<file path="config.mk">
export PLATFORM = sky130hd
export DESIGN_NAME = pl_dmem_arbiter
export DESIGN_NICKNAME = d
export VERILOG_FILES = /design/src/rtl/pl_dmem_arbiter.sv
export SDC_FILE = /design/constraint.sdc
export NUM_CORES = 1
export LEC_CHECK = 0
export CORE_AREA = 2 2 115 117
export CTS_CLUSTER_SIZE = 30
export DETAILED_ROUTE_END_ITERATION = 16
export DIE_AREA = 0 0 117 119
export PLACE_DENSITY = 0.68
export REMOVE_ABC_BUFFERS = 1
export SLEW_MARGIN = 15
export SYNTH_ARGS = -nofsm -noshare
export SYNTH_HDL_FRONTEND = slang
export SYNTH_SLANG_ARGS = --single-unit
export TNS_END_PERCENT = 10
</file>
<file path="constraint.sdc">
create_clock -name clock -period 1.7 [get_ports clock]
set_clock_uncertainty 0.05 [all_clocks]
set_input_delay 0.17 -clock clock [delete_from_list [all_inputs] [get_ports clock]]
set_output_delay 0.17 -clock clock [all_outputs]
set_load 0.02 [all_outputs]
</file>
<file path="src/rtl/pl_dmem_arbiter.sv">
// Arbitrates one single-port data RAM between the CPU MEM stage and a DMA/loader port.
// Each access is a grant cycle in IDLE plus one BUSY cycle; the DMA is forced in after STARVE_LIMIT lost rounds.
module pl_dmem_arbiter #(
    parameter int STARVE_LIMIT = 4
) (
    input  logic        clock,
    input  logic        reset,
    input  logic        cpu_req,
    input  logic        cpu_we,
    input  logic [31:0] cpu_addr,
    input  logic [31:0] cpu_wdata,
    output logic [31:0] cpu_rdata,
    output logic        cpu_stall,
    input  logic        dma_req,
    input  logic        dma_we,
    input  logic [31:0] dma_addr,
    input  logic [31:0] dma_wdata,
    output logic [31:0] dma_rdata,
    output logic        dma_ack,
    output logic [31:0] mem_addr,
    output logic [31:0] mem_datain,
    output logic        mem_we,
    input  logic [31:0] mem_dataout
);

    localparam logic [3:0] LIMIT = 4'(STARVE_LIMIT);

    typedef enum logic [1:0] {
        IDLE     = 2'd0,
        BUSY_CPU = 2'd1,
        BUSY_DMA = 2'd2
    } state_t;

    state_t      state;
    state_t      state_nxt;
    logic [3:0]  wait_cnt;
    logic [31:0] cpu_rdata_q;
    logic [31:0] dma_rdata_q;
    logic        cpu_win;
    logic        dma_win;

    assign cpu_win = (state == IDLE) && cpu_req && (wait_cnt < LIMIT);
    assign dma_win = (state == IDLE) && !cpu_win && dma_req;

    always_ff @(posedge clock) begin
        if (reset) begin
            state <= IDLE;
        end else begin
            state <= state_nxt;
        end
    end

    always_comb begin
        state_nxt = state;
        case (state)
            IDLE: begin
                if (cpu_win) begin
                    state_nxt = BUSY_CPU;
                end else if (dma_win) begin
                    state_nxt = BUSY_DMA;
                end else begin
                    state_nxt = IDLE;
                end
            end
            BUSY_CPU: state_nxt = IDLE;
            BUSY_DMA: state_nxt = IDLE;
            default:  state_nxt = IDLE;
        endcase
    end

    // Memory port is only driven in the grant cycle; BUSY cycles just collect read data.
    always_comb begin
        mem_addr   = 32'd0;
        mem_datain = 32'd0;
        mem_we     = 1'b0;
        if (cpu_win) begin
            mem_addr   = cpu_addr;
            mem_datain = cpu_wdata;
            mem_we     = cpu_we;
        end else if (dma_win) begin
            mem_addr   = dma_addr;
            mem_datain = dma_wdata;
            mem_we     = dma_we;
        end
        cpu_stall = cpu_req && (state != BUSY_CPU);
        cpu_rdata = (state == BUSY_CPU) ? mem_dataout : cpu_rdata_q;
        // Reset in the BUSY_DMA cycle aborts the access, so the ack is suppressed.
        dma_ack   = (state == BUSY_DMA) && !reset;
        dma_rdata = dma_rdata_q;
    end

    always_ff @(posedge clock) begin
        if (reset) begin
            wait_cnt    <= 4'd0;
            cpu_rdata_q <= 32'd0;
            dma_rdata_q <= 32'd0;
        end else begin
            if (state == BUSY_CPU) begin
                cpu_rdata_q <= mem_dataout;
            end
            if (state == BUSY_DMA) begin
                dma_rdata_q <= mem_dataout;
            end
            if (!dma_req || dma_win) begin
                wait_cnt <= 4'd0;
            end else if (cpu_win && (wait_cnt < LIMIT)) begin
                wait_cnt <= wait_cnt + 4'd1;
            end
        end
    end

endmodule

</file>
* Word-level counts from Yosys, hierarchy flattened
Cells that the tools add are included.
** Word-level totals
- Flip-flop bits (word level) :: 70
- Input port bits :: 166
- Output and inout port bits :: 131
- Logic and storage cells :: 35
** Cells by class
- Add/subtract/negate cells :: 1
- Order comparisons :: 1
- Equal/unequal tests :: 3
- Mux-type cells :: 9
- Bitwise operators :: 1
- Reduce and logical (&&, ||, !) cells :: 15
** Operator list (number)
- 2-to-1 mux 32 bit :: 5
- logical AND 1 bit :: 7
- adder 4 x 1 -> 4 bit (second input constant) :: 1
- less-than comparator 4 x 3 -> 1 bit (second input constant) :: 1
- OR reduction 2 bit :: 2
- zero test 1 bit :: 3
- 2-to-1 mux 1 bit :: 3
- OR reduction 3 bit :: 1
- == test 2 x 1 -> 1 bit (second input constant) :: 1
- == test 2 bit (second input constant) :: 1
- zero test 2 bit :: 1
- 2-to-1 mux 2 bit :: 1
- inequality test 2 x 1 -> 1 bit (second input constant) :: 1
- logical OR 1 bit :: 1
- inverter 1 bit :: 1

* Depth between registers and ports, before layout
- Depth after elaboration :: 8
- Depth in mapped cells :: 6
- Depth with buffers taken out :: 3

* Worst setup path after synthesis
OpenSTA, ideal clock, no wires.
- Path kind :: register -> output
- From :: reg state[0]
- To :: out mem_addr[0]
- Arrival :: 1.409 ns
- Data required time :: 1.480 ns
- Slack :: 0.071 ns
- Stages on the path, launching flop included :: 6
- Path buffers :: 3
- Path through :: dfxtp_1 > or2_2 > buf_2 > buf_2 > buf_2 > a21oi_1
** On the way
- Longest elaborated chain between the ends :: 8
** Ends and longest elaborated chain
- start: declaration :: RTL line 34 : state_t state;
- start signal: assignment :: RTL line 49 : state <= state_nxt;
- zero test 2 bit * :: RTL line 42, 43
- logical AND 1 bit (2 in series) :: RTL line 42 : assign cpu_win = (state == IDLE) && cpu_req && (wait_cnt < LIMIT);
- zero test 1 bit :: RTL line 43 : assign dma_win = (state == IDLE) && !cpu_win && dma_req;
- logical AND 1 bit (2 in series) :: RTL line 43
- 2-to-1 mux 32 bit :: RTL line 80 : end else if (dma_win) begin
- 2-to-1 mux 32 bit * :: RTL line 76 : if (cpu_win) begin
- end: declaration :: RTL line 20 : output logic [31:0] mem_addr,
Mark *: on every way between the ends. The rest lies on a longest branch, timed or not.

* Worst setup path in the final report
- From :: reg wait_cnt[2]
- To :: out mem_datain[31]
** On the way
- Longest elaborated chain between the ends :: 7
** Ends and longest elaborated chain
- start: declaration :: RTL line 36 : logic [3:0] wait_cnt;
- start signal: assignment :: RTL line 107 : wait_cnt <= wait_cnt + 4'd1;
- less-than comparator 4 x 3 -> 1 bit * :: RTL line 42
- logical AND 1 bit * :: RTL line 42
- zero test 1 bit :: RTL line 43
- logical AND 1 bit (2 in series) :: RTL line 43
- 2-to-1 mux 32 bit :: RTL line 80
- 2-to-1 mux 32 bit * :: RTL line 76
- end: declaration :: RTL line 21 : output logic [31:0] mem_datain,
Marked as above.

==> metrics.md <==
| Metric | Value |
|---|---|
| Worst-path clk slew | `0.05 ns` |
| Slew @ Worst Pin | `0.6061 ns` |
| Leading post-synthesis cells by cell area | `dfxtp_1 (38%), a21oi_1 (13%), nand2_1 (13%)` |
| Failing checks | `setup timing` |
| Port bufs | `296` |
| Pwr/cell area | `696.2 nW/um2` |
| Post-route antenna net violation count | `0` |
| Antenna violations before repair | `1` |
| Complex-gate fraction of the synthesized area | `13.99%` |
| Synth Flop Type | `dfxtp_1` |
| Area share of the largest cell type after synthesis | `38.40%` |
| CTS H-tree lvls | `3` |
| Wire length of the first global-routing pass | `24410 um` |
| Post-synthesis share of cell area spent on xor and xnor gates | `0%` |
| HPWL after DPL | `12270 um` |
| Largest incremental delay on the critical path | `0.44 ns` |
| Initial standard-cell utilization of the core | `28.35%` |
| DR vias | `4605` |
| WL final | `16760 um` |
| Layout net count | `955` |
| Combinational cell fraction of total power | `34.4%` |
| WP data required | `1.48 ns` |
| Maximum operating frequency | `510.4 MHz` |
| Average wire per standard cell | `17.29 um` |
| Layout-stage area growth over the synthesis result | `99.66%` |
| Clock Latency Late Sink | `0.32 ns` |
| Vertical die dimension | `119 um` |
| Sequential cell area | `1406 um2` |
| Number of distinct library cells after synthesis | `23` |
| Cts bufs inserted | `9` |
| Sequential cell area fraction in the yosys report | `38.40%` |
| FFs w/ async S/R, synth | `0%` |
| Last weighted congestion value of the routability-driven placer | `0.8755` |
| Average cell area after synthesis | `7.388 um2` |
| Type of the worst setup path | `flip-flop to output port` |
| Critical path launch point type | `flip-flop` |
| Share of the clock period used by the worst path after layout | `115.2%` |
| Cell leakage power | `3.035 nW` |
| Total grt overflow | `0` |
| Part of the total power dissipated in sequential elements | `34.1%` |
| Detailed-route vias per instance | `4.752` |
| Max-slew headroom | `59.59%` |
| Root Driver | `clkbuf_16` |
| Number of enable-type register cells in the synthesized netlist | `0` |
| Switch share | `29.39%` |
| Multi-input gate area in the final layout | `2172 um2` |
| Max-cap violation count | `0` |
| Number of search-and-repair iterations in the first detailed-routing pass | `7` |
| Wire length on met2 | `8270 um` |
| Synthesized netlist cell count | `494` |
| Worst slack at placement | `-0.6815 ns` |
| Placed Cells incl. Taps | `943` |
| Cell row count | `42` |
| Maximum fanout along the worst path | `11` |
| Element type at the critical path end | `output port` |
| Worst EP arrival | `1.74 ns` |
| Maximum number of pins on one net before global-route repair | `62` |
| Die area | `13920 um2` |
| DRC marker count from the first detailed-route iteration | `152` |
| Min cycle time layout | `1.959 ns` |
| Number of global-route vias before repair | `4570` |
| Length of routed wiring on met1 | `6092 um` |
| Power spent charging and discharging nets | `1.491 mW` |
| Clock network fraction of total power | `31.6%` |
| Filler cells | `1232` |
| Series of cell instances along the critical path | `or3b_4 > buf_12 > buf_16 > nand3_1 > a21oi_1 > buf_2` |
| Total global routing track utilization | `22.91%` |
| Simple logic cell fraction of the synthesized area | `30.51%` |
| Fin. Hold Viols | `0` |
| Number of remaining DRC errors | `0` |
| Critical Path Slowest Stage Cell | `or3b_4` |
| Setup repair after global routing missed its margin | `yes` |
| Worst path setup slack after routing | `-0.2591 ns` |
| Non-filler cells in the finished layout | `969` |
| Total number of yosys warnings | `0` |
| Worst min path class | `input port to flip-flop` |
| CTS tree | `yes` |
| Synthesized flop and latch total | `70` |
| Chip Width | `117 um` |
| Internal Power | `3.582 mW` |
| Final core utilization | `56.60%` |
| Mapped Area | `3650 um2` |
| Uppermost routed layer | `met4` |
| Sinks on Clock Net | `70` |
| Setup TNS Final | `-12.44 ns` |
| Adder-Cell Fraction of Synth Area | `0.3428%` |
| Cell taking the most area after synthesis | `dfxtp_1` |
| Worst slack on hold paths | `0.1052 ns` |
| Total of endpoints with negative setup slack in the final report | `87` |
| Fraction of layout instances using a drive strength above 1 | `25.88%` |
| Placeable Area | `12870 um2` |
| Peak supply drop | `0.0004002 V` |
| Io pins | `297` |
| Mux cell area share after synthesis | `9.873%` |
| Outcome | `complete, but fails checks` |
| Final max-slew violation count | `0` |
| Buffer levels on the longest clock path | `2` |
| Length of routed met3 wiring | `1863 um` |
| Main combinational cell family by area after synthesis | `simple AND/OR/NAND/NOR gates` |
==> power groups by stage <==
stage          sequential, mW  clock [mW]  combinational, mW
2_1_floorplan            1.78           0              0.618
3_3_place_gp             1.76           0               1.70
3_5_place_dp             1.76           0               1.72
4_1_cts                  1.73        1.66               1.71
5_1_grt                  1.73        1.72               1.84
6_report                 1.73        1.60               1.74
==> placed cells by master, fill, tap and decap left out, drive strengths merged, types with 2 or more instances in the layout <==
| cell | instances |
|---|---|
| nor2b | 34 |
| nor2 | 2 |
| and2 | 2 |
| clkinv | 4 |
| mux2 | 32 |
| clkdlybuf4s15 | 9 |
| dfxtp | 70 |
| clkdlybuf4s50 | 194 |
| nand3 | 65 |
| nand2b | 3 |
| clkbuf | 10 |
| nor3 | 2 |
| a32o | 2 |
| nand2 | 130 |
| a21oi | 98 |
| buf | 128 |
==> worst max-delay path, delay by kind of cell (launching register included) <==
family                 cells  cell delay [ns]
and+or+nand+nor            2             0.52
buffers and inverters      3             0.48
DFF                        1             0.34
AOI/OAI and AO/OA          1             0.07
==> sequential cells by signal, summed over array words and instances, names as in the netlist <==
register / flops
cpu_rdata_q: 32
dma_rdata: 32
state: 2
wait_cnt: 4
==> synthesized netlist by cell type (2+ instances only) <==
master	n
nand2_1	130
a21oi_1	98
dfxtp_1	70
nand3_1	65
nor2b_1	34
clkbuf_1	25
mux2_2	25
buf_2	9
buf_1	7
buf_6	7
mux2_1	7
nand2b_1	3
a32o_1	2
and2_1	2
nor2_1	2
==> per-layer routing <==
layer  vias up  GRT usage, %
met3        31         8.499
li1       2244             -
met2       226         40.93
met4         0         8.676
met5         -             0
met1      2104         24.06
==> path summary, 6_finish.rpt <==
path                                    start        endpoint  depth (start not counted)  slack, ns
worst max-delay path              wait_cnt[2]  mem_datain[31]                          6      -0.26
worst min-delay path                    reset        state[0]                          3       0.11
worst max register to register    wait_cnt[2]     wait_cnt[0]                          5       0.04
worst min register to register  dma_rdata[13]   dma_rdata[13]                          2       0.40
==> repair_timing <==
action,CTS,global route
pin swaps,6,0
resized for setup,457,39
buffers inserted,1,5
endpoints found under the setup margin,99,99
hold buffers,0,0
cloned,4,0
==> cells by family after synthesis <==
group	count (synthesis)
flops	70
buf+inv	49
simple gates	242
compound gates	100
mux	32
fa+ha+maj	1
==> metrics by stage <==
stage	instance area, um2	total power, mW
after global placement	6905	3.457
after CTS	7176	5.090
after detailed placement	6905	3.475
final	7287	5.073
after global routing	7284	5.299
after floorplan	3398	2.400
==> final cells by class <==
class	count	share of cell area (%)
Timing Repair Buffer	332	44.32
Multi-Input combinational cell	375	29.81
Sequential cell	70	19.30
Clock buffer	10	3.142
Tap cell	176	3.022
Clock inverter	5	0.3777
Antenna cell	1	0.03434
Power figures use the tool's default switching activity.
